`src/rtl/lcd_frame_capture.sv`:
```
// Captures the PPU 2-bit pixel stream into a byte-wide framebuffer, four pixels per byte.
// Optional palette mapping of each pixel before packing: define LCD_CAPTURE_PALETTE_EN.
module lcd_frame_capture #(
    parameter int LINE_WIDTH = 160,
    parameter int LINES      = 144,
    parameter int ADDR_W     = 13
) (
    input  logic              clk,
    input  logic              rst,
    input  logic              frame_start,
    input  logic              line_start,
    input  logic              pix_valid,
    input  logic [1:0]        pix_data,
    input  logic [7:0]        pal_raw,
    input  logic              err_clear,
    output logic              mem_we,
    output logic [ADDR_W-1:0] mem_addr,
    output logic [7:0]        mem_wdata,
    output logic [7:0]        cur_line,
    output logic [7:0]        cur_col,
    output logic              busy,
    output logic              frame_done,
    output logic [7:0]        frame_count,
    output logic              err_overflow,
    output logic              err_short_line,
    output logic              err_short_frame
);

    // Stream handshake: a pixel transfers on any cycle with pix_valid high. There is no
    // ready; pixels offered outside an active line are dropped and flagged as overflow.

    typedef enum logic [1:0] {
        IDLE      = 2'd0,
        WAIT_LINE = 2'd1,
        ACTIVE    = 2'd2
    } state_t;

    localparam logic [7:0]        LAST_COL       = 8'(LINE_WIDTH - 1);
    localparam logic [7:0]        LAST_LINE      = 8'(LINES - 1);
    localparam logic [ADDR_W-1:0] WORDS_PER_LINE = ADDR_W'(LINE_WIDTH / 4);

    state_t     state;
    logic [7:0] pack;
    logic [1:0] pix_mapped;
    logic       ovf_ev;
    logic       short_line_ev;
    logic       short_frame_ev;

`ifdef LCD_CAPTURE_PALETTE_EN
    always_comb begin
        pix_mapped = pal_raw[{pix_data, 1'b0} +: 2];
    end
`else
    logic unused_pal;
    assign unused_pal = ^pal_raw;

    always_comb begin
        pix_mapped = pix_data;
    end
`endif

    // frame_start outranks everything, so a pixel in the same cycle is neither stored nor flagged.
    always_comb begin
        ovf_ev         = !frame_start && pix_valid && (state != ACTIVE);
        short_line_ev  = (state == ACTIVE) && (cur_col != 8'd0) && (line_start || frame_start);
        short_frame_ev = frame_start && (state != IDLE);
    end

    assign busy = (state != IDLE);

    always_ff @(posedge clk or posedge rst) begin
        if (rst) begin
            state           <= IDLE;
            pack            <= 8'd0;
            cur_line        <= 8'd0;
            cur_col         <= 8'd0;
            mem_we          <= 1'b0;
            mem_addr        <= '0;
            mem_wdata       <= 8'd0;
            frame_done      <= 1'b0;
            frame_count     <= 8'd0;
            err_overflow    <= 1'b0;
            err_short_line  <= 1'b0;
            err_short_frame <= 1'b0;
        end else begin
            mem_we          <= 1'b0;
            frame_done      <= 1'b0;
            err_overflow    <= (err_overflow    && !err_clear) || ovf_ev;
            err_short_line  <= (err_short_line  && !err_clear) || short_line_ev;
            err_short_frame <= (err_short_frame && !err_clear) || short_frame_ev;

            if (frame_start) begin
                cur_line <= 8'd0;
                cur_col  <= 8'd0;
                pack     <= 8'd0;
                state    <= line_start ? ACTIVE : WAIT_LINE;
            end else begin
                case (state)
                    IDLE: begin
                        state <= IDLE;
                    end
                    WAIT_LINE: begin
                        if (line_start) begin
                            state   <= ACTIVE;
                            cur_col <= 8'd0;
                            pack    <= 8'd0;
                        end
                    end
                    ACTIVE: begin
                        if (line_start && cur_col != 8'd0) begin
                            // Truncated line: drop the partial byte and move to the next line.
                            pack    <= 8'd0;
                            cur_col <= 8'd0;
                            if (cur_line == LAST_LINE) begin
                                state    <= IDLE;
                                cur_line <= 8'd0;
                            end else begin
                                cur_line <= cur_line + 8'd1;
                            end
                        end else if (pix_valid) begin
                            pack <= {pack[5:0], pix_mapped};
                            if (cur_col[1:0] == 2'd3) begin
                                mem_we    <= 1'b1;
                                mem_addr  <= ADDR_W'(cur_line) * WORDS_PER_LINE
                                             + ADDR_W'(cur_col[7:2]);
                                mem_wdata <= {pack[5:0], pix_mapped};
                            end
                            if (cur_col == LAST_COL) begin
                                cur_col <= 8'd0;
                                if (cur_line == LAST_LINE) begin
                                    state       <= IDLE;
                                    cur_line    <= 8'd0;
                                    frame_done  <= 1'b1;
                                    frame_count <= frame_count + 8'd1;
                                end else begin
                                    state    <= WAIT_LINE;
                                    cur_line <= cur_line + 8'd1;
                                end
                            end else begin
                                cur_col <= cur_col + 8'd1;
                            end
                        end
                    end
                    default: begin
                        state <= IDLE;
                    end
                endcase
            end
        end
    end

endmodule
```
`config.mk`:
```
export PLATFORM = sky130hd
export DESIGN_NAME = lcd_frame_capture
export DESIGN_NICKNAME = d
export VERILOG_FILES = /design/src/rtl/lcd_frame_capture.sv
export SDC_FILE = /design/constraint.sdc
export NUM_CORES = 1
export LEC_CHECK = 0
export ABC_AREA = 1
export BUFFER_PORTS_ARGS = -buffer_cell sky130_fd_sc_hd__buf_2
export CAP_MARGIN = 5
export CELL_PAD_IN_SITES_DETAIL_PLACEMENT = 0
export CELL_PAD_IN_SITES_GLOBAL_PLACEMENT = 1
export CORE_MARGIN = 2
export CORE_UTILIZATION = 41
export DETAILED_ROUTE_END_ITERATION = 8
export PLACE_DENSITY = 0.88
export SLEW_MARGIN = 20
export SYNTH_ARGS = -nofsm -noshare
export SYNTH_HDL_FRONTEND = slang
export SYNTH_SLANG_ARGS = --single-unit
```
`constraint.sdc`:
```
create_clock -name clk -period 2.95 [get_ports clk]
set_clock_uncertainty 0.2 [all_clocks]
set_input_delay 0.1475 -clock clk [delete_from_list [all_inputs] [get_ports clk]]
set_output_delay 0.1475 -clock clk [all_outputs]
set_load 0.02 [all_outputs]
```
# == Yosys cells after proc, flatten, opt, wreduce, memory -nomap -nowiden ==
# Cells that the tools add are included.
# op_classes
mul,1
add_sub_neg,4
n_mux,36
n_reduce_logical,26
bitwise,2
eq_ne,10
# ops
cell,count
$mux W8,11
$add A8 B1 Y8 const B,3
$mux W6,3
$eq A8 B8 Y1 const B,2
$pmux W8 S2,1
$mux W2,7
$add A13 B6 Y13,1
$mux W1,12
$pmux W6 S2,1
$mul A8 B3 Y10 const B,1
$logic_and A1 B1 Y1,9
$reduce_bool A3 Y1,3
$ne A4 B3 Y1 const B,2
$reduce_bool A8 Y1,1
$reduce_and A3 Y1,2
$reduce_and A6 Y1,1
$reduce_and A5 Y1,1
$eq A2 B2 Y1 const B,2
$logic_or A1 B1 Y1,4
$ne A4 B2 Y1 const B,1
$pmux W2 S2,1
$reduce_and A4 Y1,1
$reduce_bool A2 Y1,2
$ne A3 B3 Y1 const B,1
4 further kinds,6
# word_totals
in_bits,16
out_inout_bits,51
register_bits,58
elab_cells,91

# == Depth between registers and ports, before layout ==
# Gate-level depths: netlist (run 1).
# depth
ltp_word,7
depth_mapped,14
ltp_nobuf,14

# == Worst setup path after synthesis (run 1) ==
# Ideal clock, no wire load.
# synth_path
path_kind,flip-flop to flip-flop
startpoint,register cur_line[1]
endpoint,register mem_addr[12]
path_buffers,0
stages_incl_launch_ff,14
synth_period_minus_slack_ps,2572
t_arrival_ps,2307
setup_slack_ps,378
t_required_ps,2685
setup_ps,65
path_cell_list,dfrtp_1 > ha_1 > ha_1 > inv_1 > fa_1 > nor2_1 > nand3_1 > nand2_1 > nand2_1 > nor2_1 > nand3_1 > nand2_1 > nand3_1 > nand2_1
# synth_via
elab_chain_cells,2
# synth_rtl
element,line,text
"start, declared",19,"output logic [7:0] cur_line,"
"start signal, assigned",118,cur_line <= cur_line + 8'd1;
"start signal, assigned",137,cur_line <= cur_line + 8'd1;
$mul A8 B3 Y10,124,mem_addr <= ADDR_W'(cur_line) * WORDS_PER_LINE
$add A13 B6 Y13,125,+ ADDR_W'(cur_col[7:2]);
"end signal, assigned",124,
"end, declared",17,"output logic [ADDR_W-1:0] mem_addr,"
# Every way passes these cells.
# A chain may end at the register's enable or synchronous reset.

# == Worst setup path in the final report (run 1) ==
# Same ends and word-level chain as after synthesis.

==> out/metrics.yaml, run 1 <==
die:
  die_y_um: 96.4
  placement_rows: 33
  initial_utilization: 0.424
  io_pins: 67
  die_x_um: 96.4
  core_region_area_sq_um: 8260
  dieArea_sq_um: 9290
yosys:
  yosysUniqueCellTypes: 37
  yosys.area_share.adder: 0.0794
  synth_fp_nets: 484
  yosysWarnings: 0
  synth_seq_cells: 58
  synth_top_family_by_area: "simple AND/OR/NAND/NOR gates"
  synthMuxAreaShare: 0
  netlist_area_sq_um: 3500
  synth-compound-area-share: 0.0844
  ys_seq_area_frac: 0.415
  yosys.area_share.simple: 0.306
  syn_inst: 447
  avgSynthCellArea_sq_um: 7.83
  synth_xor_area_frac: 0.0376
run_status:
  status: "finished, final reports clean"
power_and_ir_drop:
  power_density_nw_per_um2: 578
  ir_drop_mv: 0.455
  power.leakage_nw: 2.19
  finalPower_w: 0.00239
routing:
  drt_wl_total_um: 7530
  dr.pass1.iters: 4
  drt_iter0_drc: 107
  drc_errors: 0
  avgRoutedWirePerCell_um: 12.1
  routed_via_density: 4.81
  vias: 3003
  ant_nets: 0
critical_path:
  critPathMaxFanout: 7
  cp-end-kind: "register"
  arrival_ns: 2.76
  cp-start-kind: "register"
  critical_path_class: "register to register"
  cp.required_ns: 3.02
timing:
  rsz0062_at_grt: "false"
  timing.fmax_mhz: 371
  min_period_ns: 2.70
  tightestPinTransition_ns: 0.521
  post-route-period-util: 0.914
  slew-limit-headroom: 0.652
  finalSetupTns_ns: 0
  holdWs_ns: 0.0110
  final_hold_viol_count: 0
  setup-violations-final: 0
  drv_slew: 0
cts:
  post-cts-setup-buffer-count: 0
  cts-buffers-inserted: 9
  htreeDepth: 3
  cts_tree: "yes"
  worstSkewPairLatency_ns: 0.33
  cts_sinks: 58
  path_clk_slew_ns: 0.07
  root_buffer: "clkbuf_8"
  clk_path_buf_depth: 2
place:
  dp.cells: 602
  portBuffers: 58
  place_congestion: 0.830
  hpwl_um: 5560
final_layout:
  n_antenna_cell: 0
  n_fill_cell: 820
  fin_cells: 624
  syn2layout_area_growth_pct: 18.2
  drive_above_1_share: 0.181
  area.sequential_sq_um: 1450
  fin_util: 0.501
  multiInputGateArea_sq_um: 1770
  fin_nets: 551
grt:
  grt_use_total: 0.180
  grt_pass1_vias: 2908
  antenna_found_initial: 0
  gr-total-overflow: 0
  grt_pass1_wl_um: 13200
  grt_max_degree: 32
flow_run:
  max_cap_viol_count: 0
worst_hold_path:
  hold_class: "input port to register"
-- final timing paths --
kind / end / from / slack (ns) / cells past startpoint
max in group asynchronous: err_short_frame$_DFF_PP0_ / rst / 1.80 / 4
worst min-delay path: state[0]$_DFFE_PP0P_ / line_start / 0.01 / 4
min in group asynchronous: mem_wdata[7]$_DFFE_PP0P_ / rst / 0.13 / 3
worst max-delay path: mem_addr[12]$_DFFE_PP0P_ / cur_line[1]$_DFFE_PP0P_ / 0.25 / 13
worst min register to register: mem_wdata[6]$_DFFE_PP0P_ / mem_wdata[6]$_DFFE_PP0P_ / 0.27 / 2
worst max register to register: mem_addr[12]$_DFFE_PP0P_ / cur_line[1]$_DFFE_PP0P_ / 0.25 / 13
-- timing repair --
item                                   4_1_cts  5_1_grt
setup endpoints to repair                    0        0
hold buffers                                 6        0
endpoints found under the hold margin       43        0
gates resized for setup                      0        0
-- flip-flops by register name, indices dropped and copies added, names as in the netlist --
name,count
err_short_line,1
mem_addr,13
cur_line,8
frame_done,1
mem_we,1
frame_count,8
err_overflow,1
err_short_frame,1
state,2
pack,6
cur_col,8
mem_wdata,8
-- kinds of logic (layout without fill, tap and decap cells) --
kind of cell	after synthesis	in the layout
AND/OR/NAND/NOR	238	238
flip-flops	58	58
adder cells (fa/ha/maj)	21	21
buffers and inverters	61	133
XOR/XNOR	15	15
AO/OA/AOI/OAI	54	54
-- critical path: stages, from the launching register on --
cell and delay, ns:
dfrtp_1 0.46, ha_1 0.33, ha_1 0.23, inv_1 0.08
fa_1 0.45, nor2_1 0.15, nand3_1 0.11, nand2_1 0.09
nand2_1 0.07, nor2_1 0.16, nand3_1 0.10, nand2_1 0.07
nand3_1 0.07, nand2_1 0.06
-- placed cells by master, fill, tap and decap left out, types with 2 or more instances in the layout --
cell type / n
inv_1: 48
dlygate4sd3_1: 6
nand3_4: 2
o22ai_1: 2
a21oi_1: 6
o21bai_1: 2
nor3_1: 2
bufinv_16: 2
or2_2: 3
nand3_1: 32
buf_4: 2
xor2_1: 10
o21ai_1: 15
clkinv_2: 4
nand4_1: 8
xnor2_1: 5
clkbuf_8: 10
buf_2: 58
dfrtp_1: 58
nand2_1: 149
ha_1: 19
o21ai_0: 26
nor2_2: 3
fa_1: 2
nor2_1: 29
nand2_2: 2
-- per-layer routing --
layer | GRT usage | share of wire | vias to the layer above
met3 | 0.0279 | 0.036 | 13
met1 | 0.245 | 0.50 | 1379
met4 | 0.0739 | 0.016 | 0
li1 | - | - | 1567
met5 | 0 | 0 | -
met2 | 0.286 | 0.45 | 44
-- area by class of cell --
| class | count | share of cell area |
|---|---|---|
| timing repair buffer | 66 | 0.0884 |
| sequential | 58 | 0.351 |
| clock buffer | 11 | 0.0342 |
| clock inverter | 5 | 0.0188 |
| tap | 105 | 0.0318 |
| inverter | 51 | 0.0469 |
| multi-input combinational | 328 | 0.429 |
-- cell usage after synthesis, drive strengths merged --
cell,n,area share
nand2,152,0.17
dfrtp,58,0.41
inv,49,0.053
o21ai,42,0.063
nand3,34,0.056
nor2,34,0.045
ha,19,0.068
xor2,10,0.025
nand4,9,0.018
buf,8,0.020
a21oi,6,0.0086
xnor2,5,0.013
or2,3,0.0054
clkbuf,2,0.0025
clkinv,2,0.0029
fa,2,0.011
nand3b,2,0.0079
nor3,2,0.0029
o21bai,2,0.0043
o22ai,2,0.0036
a21boi,1,0.0021
and3,1,0.0018
nor3b,1,0.0021
o32ai,1,0.0025
-- metrics by stage --
step	setup WS [ns]	cell area [sq um]
3_5_place_dp	0.271	3860
3_3_place_gp	0.325	3860
2_1_floorplan	0.378	3500
4_1_cts	0.244	4140
5_1_grt	0.0224	4140
6_report	0.253	4140
-- power breakdown --
part           total, W  internal (W)  switching (W)
sequential     0.000943      0.000867      0.0000757
combinational  0.000646      0.000207       0.000439
clock          0.000802      0.000496       0.000306
total           0.00239       0.00157       0.000821
(Power assumes the default switching activity.)
==> run 2, diff against run 1 <==
--- a/config.mk
+++ b/config.mk
@@ -12,6 +12,7 @@
 export CELL_PAD_IN_SITES_GLOBAL_PLACEMENT = 1
 export CORE_MARGIN = 2
 export CORE_UTILIZATION = 41
+export CTS_BUF_LIST = sky130_fd_sc_hd__clkbuf_4 sky130_fd_sc_hd__clkbuf_8 sky130_fd_sc_hd__clkbuf_16
 export DETAILED_ROUTE_END_ITERATION = 8
 export PLACE_DENSITY = 0.88
 export SLEW_MARGIN = 20
==> out/metrics.yaml, run 2 (synthesized netlist as in run 1, its figures left out) <==
critical_path:
  worst_path_most_repeated_cell: "nand2_1"
  cp_cell_sequence: "ha_1, ha_1, inv_1, fa_1, nor2_1, nand3_1, nand2_1, nand2_1, nor2_1, nand3_1, nand2_1, nand3_1, nand2_1"
  crit_path_max_incr_delay_ns: 0.46
  worst-path-buf-inv: 1
  critPathMaxFanout: 7
  path_delay_family: "adder cells"
  slowest_stage: "dfrtp_1"
  arrival_ns: 2.76
  cp-end-kind: "register"
  cp-start-kind: "register"
  critical_path_class: "register to register"
  cp.required_ns: 3.02
grt:
  gr-total-overflow: 0
  grt_pass1_vias: 2908
  grt_pass1_wl_um: 13200
  grt_max_degree: 32
  antenna_found_initial: 0
  grt_use_total: 0.180
power_and_ir_drop:
  swShare: 0.342
  intPower_w: 0.00158
  power_density_nw_per_um2: 580
  ir_drop_mv: 0.455
  p_sw_w: 0.000821
  seqPwrFrac: 0.393
  clockPowerShare: 0.338
  power.leakage_nw: 2.19
  power_frac_comb: 0.269
timing:
  timing.fmax_mhz: 371
  final_hold_viol_count: 0
  post-route-period-util: 0.914
  drv_slew: 0
  tightestPinTransition_ns: 0.521
  slew-limit-headroom: 0.652
  min_period_ns: 2.70
  rsz0062_at_grt: "false"
  finalSetupTns_ns: 0
  setup-violations-final: 0
  timing.final.ws_setup_ns: 0.253
final_layout:
  final_common_cell: "nand2_1"
  largest_register_ffs: 13
  fin_nets: 551
  n_antenna_cell: 0
  drive_above_1_share: 0.183
  multiInputGateArea_sq_um: 1770
  n_fill_cell: 821
  area.sequential_sq_um: 1450
  registers.top_by_ff_count: "mem_addr"
  syn2layout_area_growth_pct: 18.3
  final_cell_mix: "nand2_1 (149), dfrtp_1 (58), buf_2 (58)"
die:
  io_pins: 67
  placement_rows: 33
  initial_utilization: 0.424
  core_region_area_sq_um: 8260
  dieArea_sq_um: 9290
  die_x_um: 96.4
  die_y_um: 96.4
routing:
  ant_nets: 0
  routed_via_density: 4.81
  drt_wl_total_um: 7530
  drt_iter0_drc: 107
  drc_errors: 0
  avgRoutedWirePerCell_um: 12.1
  dr.pass1.iters: 4
  vias: 3003
cts:
  htreeDepth: 3
  cts_sinks: 58
  cts_resized: 0
  cts-buffers-inserted: 9
  root_buffer: "clkbuf_8"
  path_clk_slew_ns: 0.07
  cts_tree: "yes"
  clk_path_buf_depth: 2
  worstSkewPairLatency_ns: 0.33
place:
  place_ws_ns: 0.271
  place_congestion: 0.830
  portBuffers: 58
  hpwl_um: 5560
worst_hold_path:
  hold_class: "input port to register"
run_status:
  status: "finished, final reports clean"
flow_run:
  max_cap_viol_count: 0
-- run 2: cell type report --
class / instances / share of cell area
Timing Repair Buffer: 66 / 0.0883
Clock inverter: 5 / 0.0187
Tap cell: 105 / 0.0317
Inverter: 51 / 0.0469
Multi-Input combinational cell: 328 / 0.429
Sequential cell: 58 / 0.351
Clock buffer: 11 / 0.0351
-- run 2: path summary, 6_finish.rpt --
path                                                from                   endpoint  slack [ns]  depth (start not counted)
worst max-delay path             cur_line[1]$_DFFE_PP0P_   mem_addr[12]$_DFFE_PP0P_        0.25                         13
max in group asynchronous                            rst  err_short_frame$_DFF_PP0_        1.80                          4
min in group asynchronous                            rst   mem_wdata[7]$_DFFE_PP0P_        0.13                          3
worst min register to register  mem_wdata[6]$_DFFE_PP0P_   mem_wdata[6]$_DFFE_PP0P_        0.27                          2
worst max register to register   cur_line[1]$_DFFE_PP0P_   mem_addr[12]$_DFFE_PP0P_        0.25                         13
worst min-delay path                          line_start       state[0]$_DFFE_PP0P_        0.01                          4
-- run 2: power by group through the flow --
stage / combinational (W) / sequential [W] / clock [W]
floorplan: 0.000439 / 0.00100 / 0
global placement: 0.000638 / 0.000953 / 0
detailed placement: 0.000644 / 0.000957 / 0
CTS: 0.000654 / 0.000943 / 0.000833
global route: 0.000740 / 0.000953 / 0.000869
finish: 0.000646 / 0.000943 / 0.000811
-- run 2: metrics by stage --
step | hold WS [ns] | instances | util | total power, W | area, sq um
after floorplan | 0.0465 | 447 | - | 0.00144 | 3500
after global placement | -0.0656 | 602 | 0.467 | 0.00159 | 3860
after detailed placement | -0.0629 | 602 | 0.467 | 0.00160 | 3860
after CTS | 0.00672 | 624 | 0.501 | 0.00243 | 4140
after global routing | 0.0304 | 624 | 0.501 | 0.00256 | 4140
final | 0.0110 | 624 | 0.501 | 0.00240 | 4140
-- run 2: layer usage --
| metal | track usage | part of all wire | up-vias |
|---|---|---|---|
| met2 | 0.286 | 0.45 | 44 |
| met5 | 0 | 0 | - |
| li1 | - | - | 1567 |
| met1 | 0.245 | 0.50 | 1379 |
| met3 | 0.0279 | 0.036 | 13 |
| met4 | 0.0739 | 0.016 | 0 |
-- run 2: timing repair --
action | 4_1_cts | 5_1_grt
endpoints found under the hold margin | 43 | 0
buffers inserted | 0 | 0
hold buffers | 6 | 0
-- run 2: worst register-to-register path, delay by kind of cell, from the launching register on --
kind	cells	cell delay, ns
AND/OR/NAND/NOR	9	0.89
buffers and inverters	1	0.08
flip-flops	1	0.46
adder cells (fa/ha/maj)	3	1.01
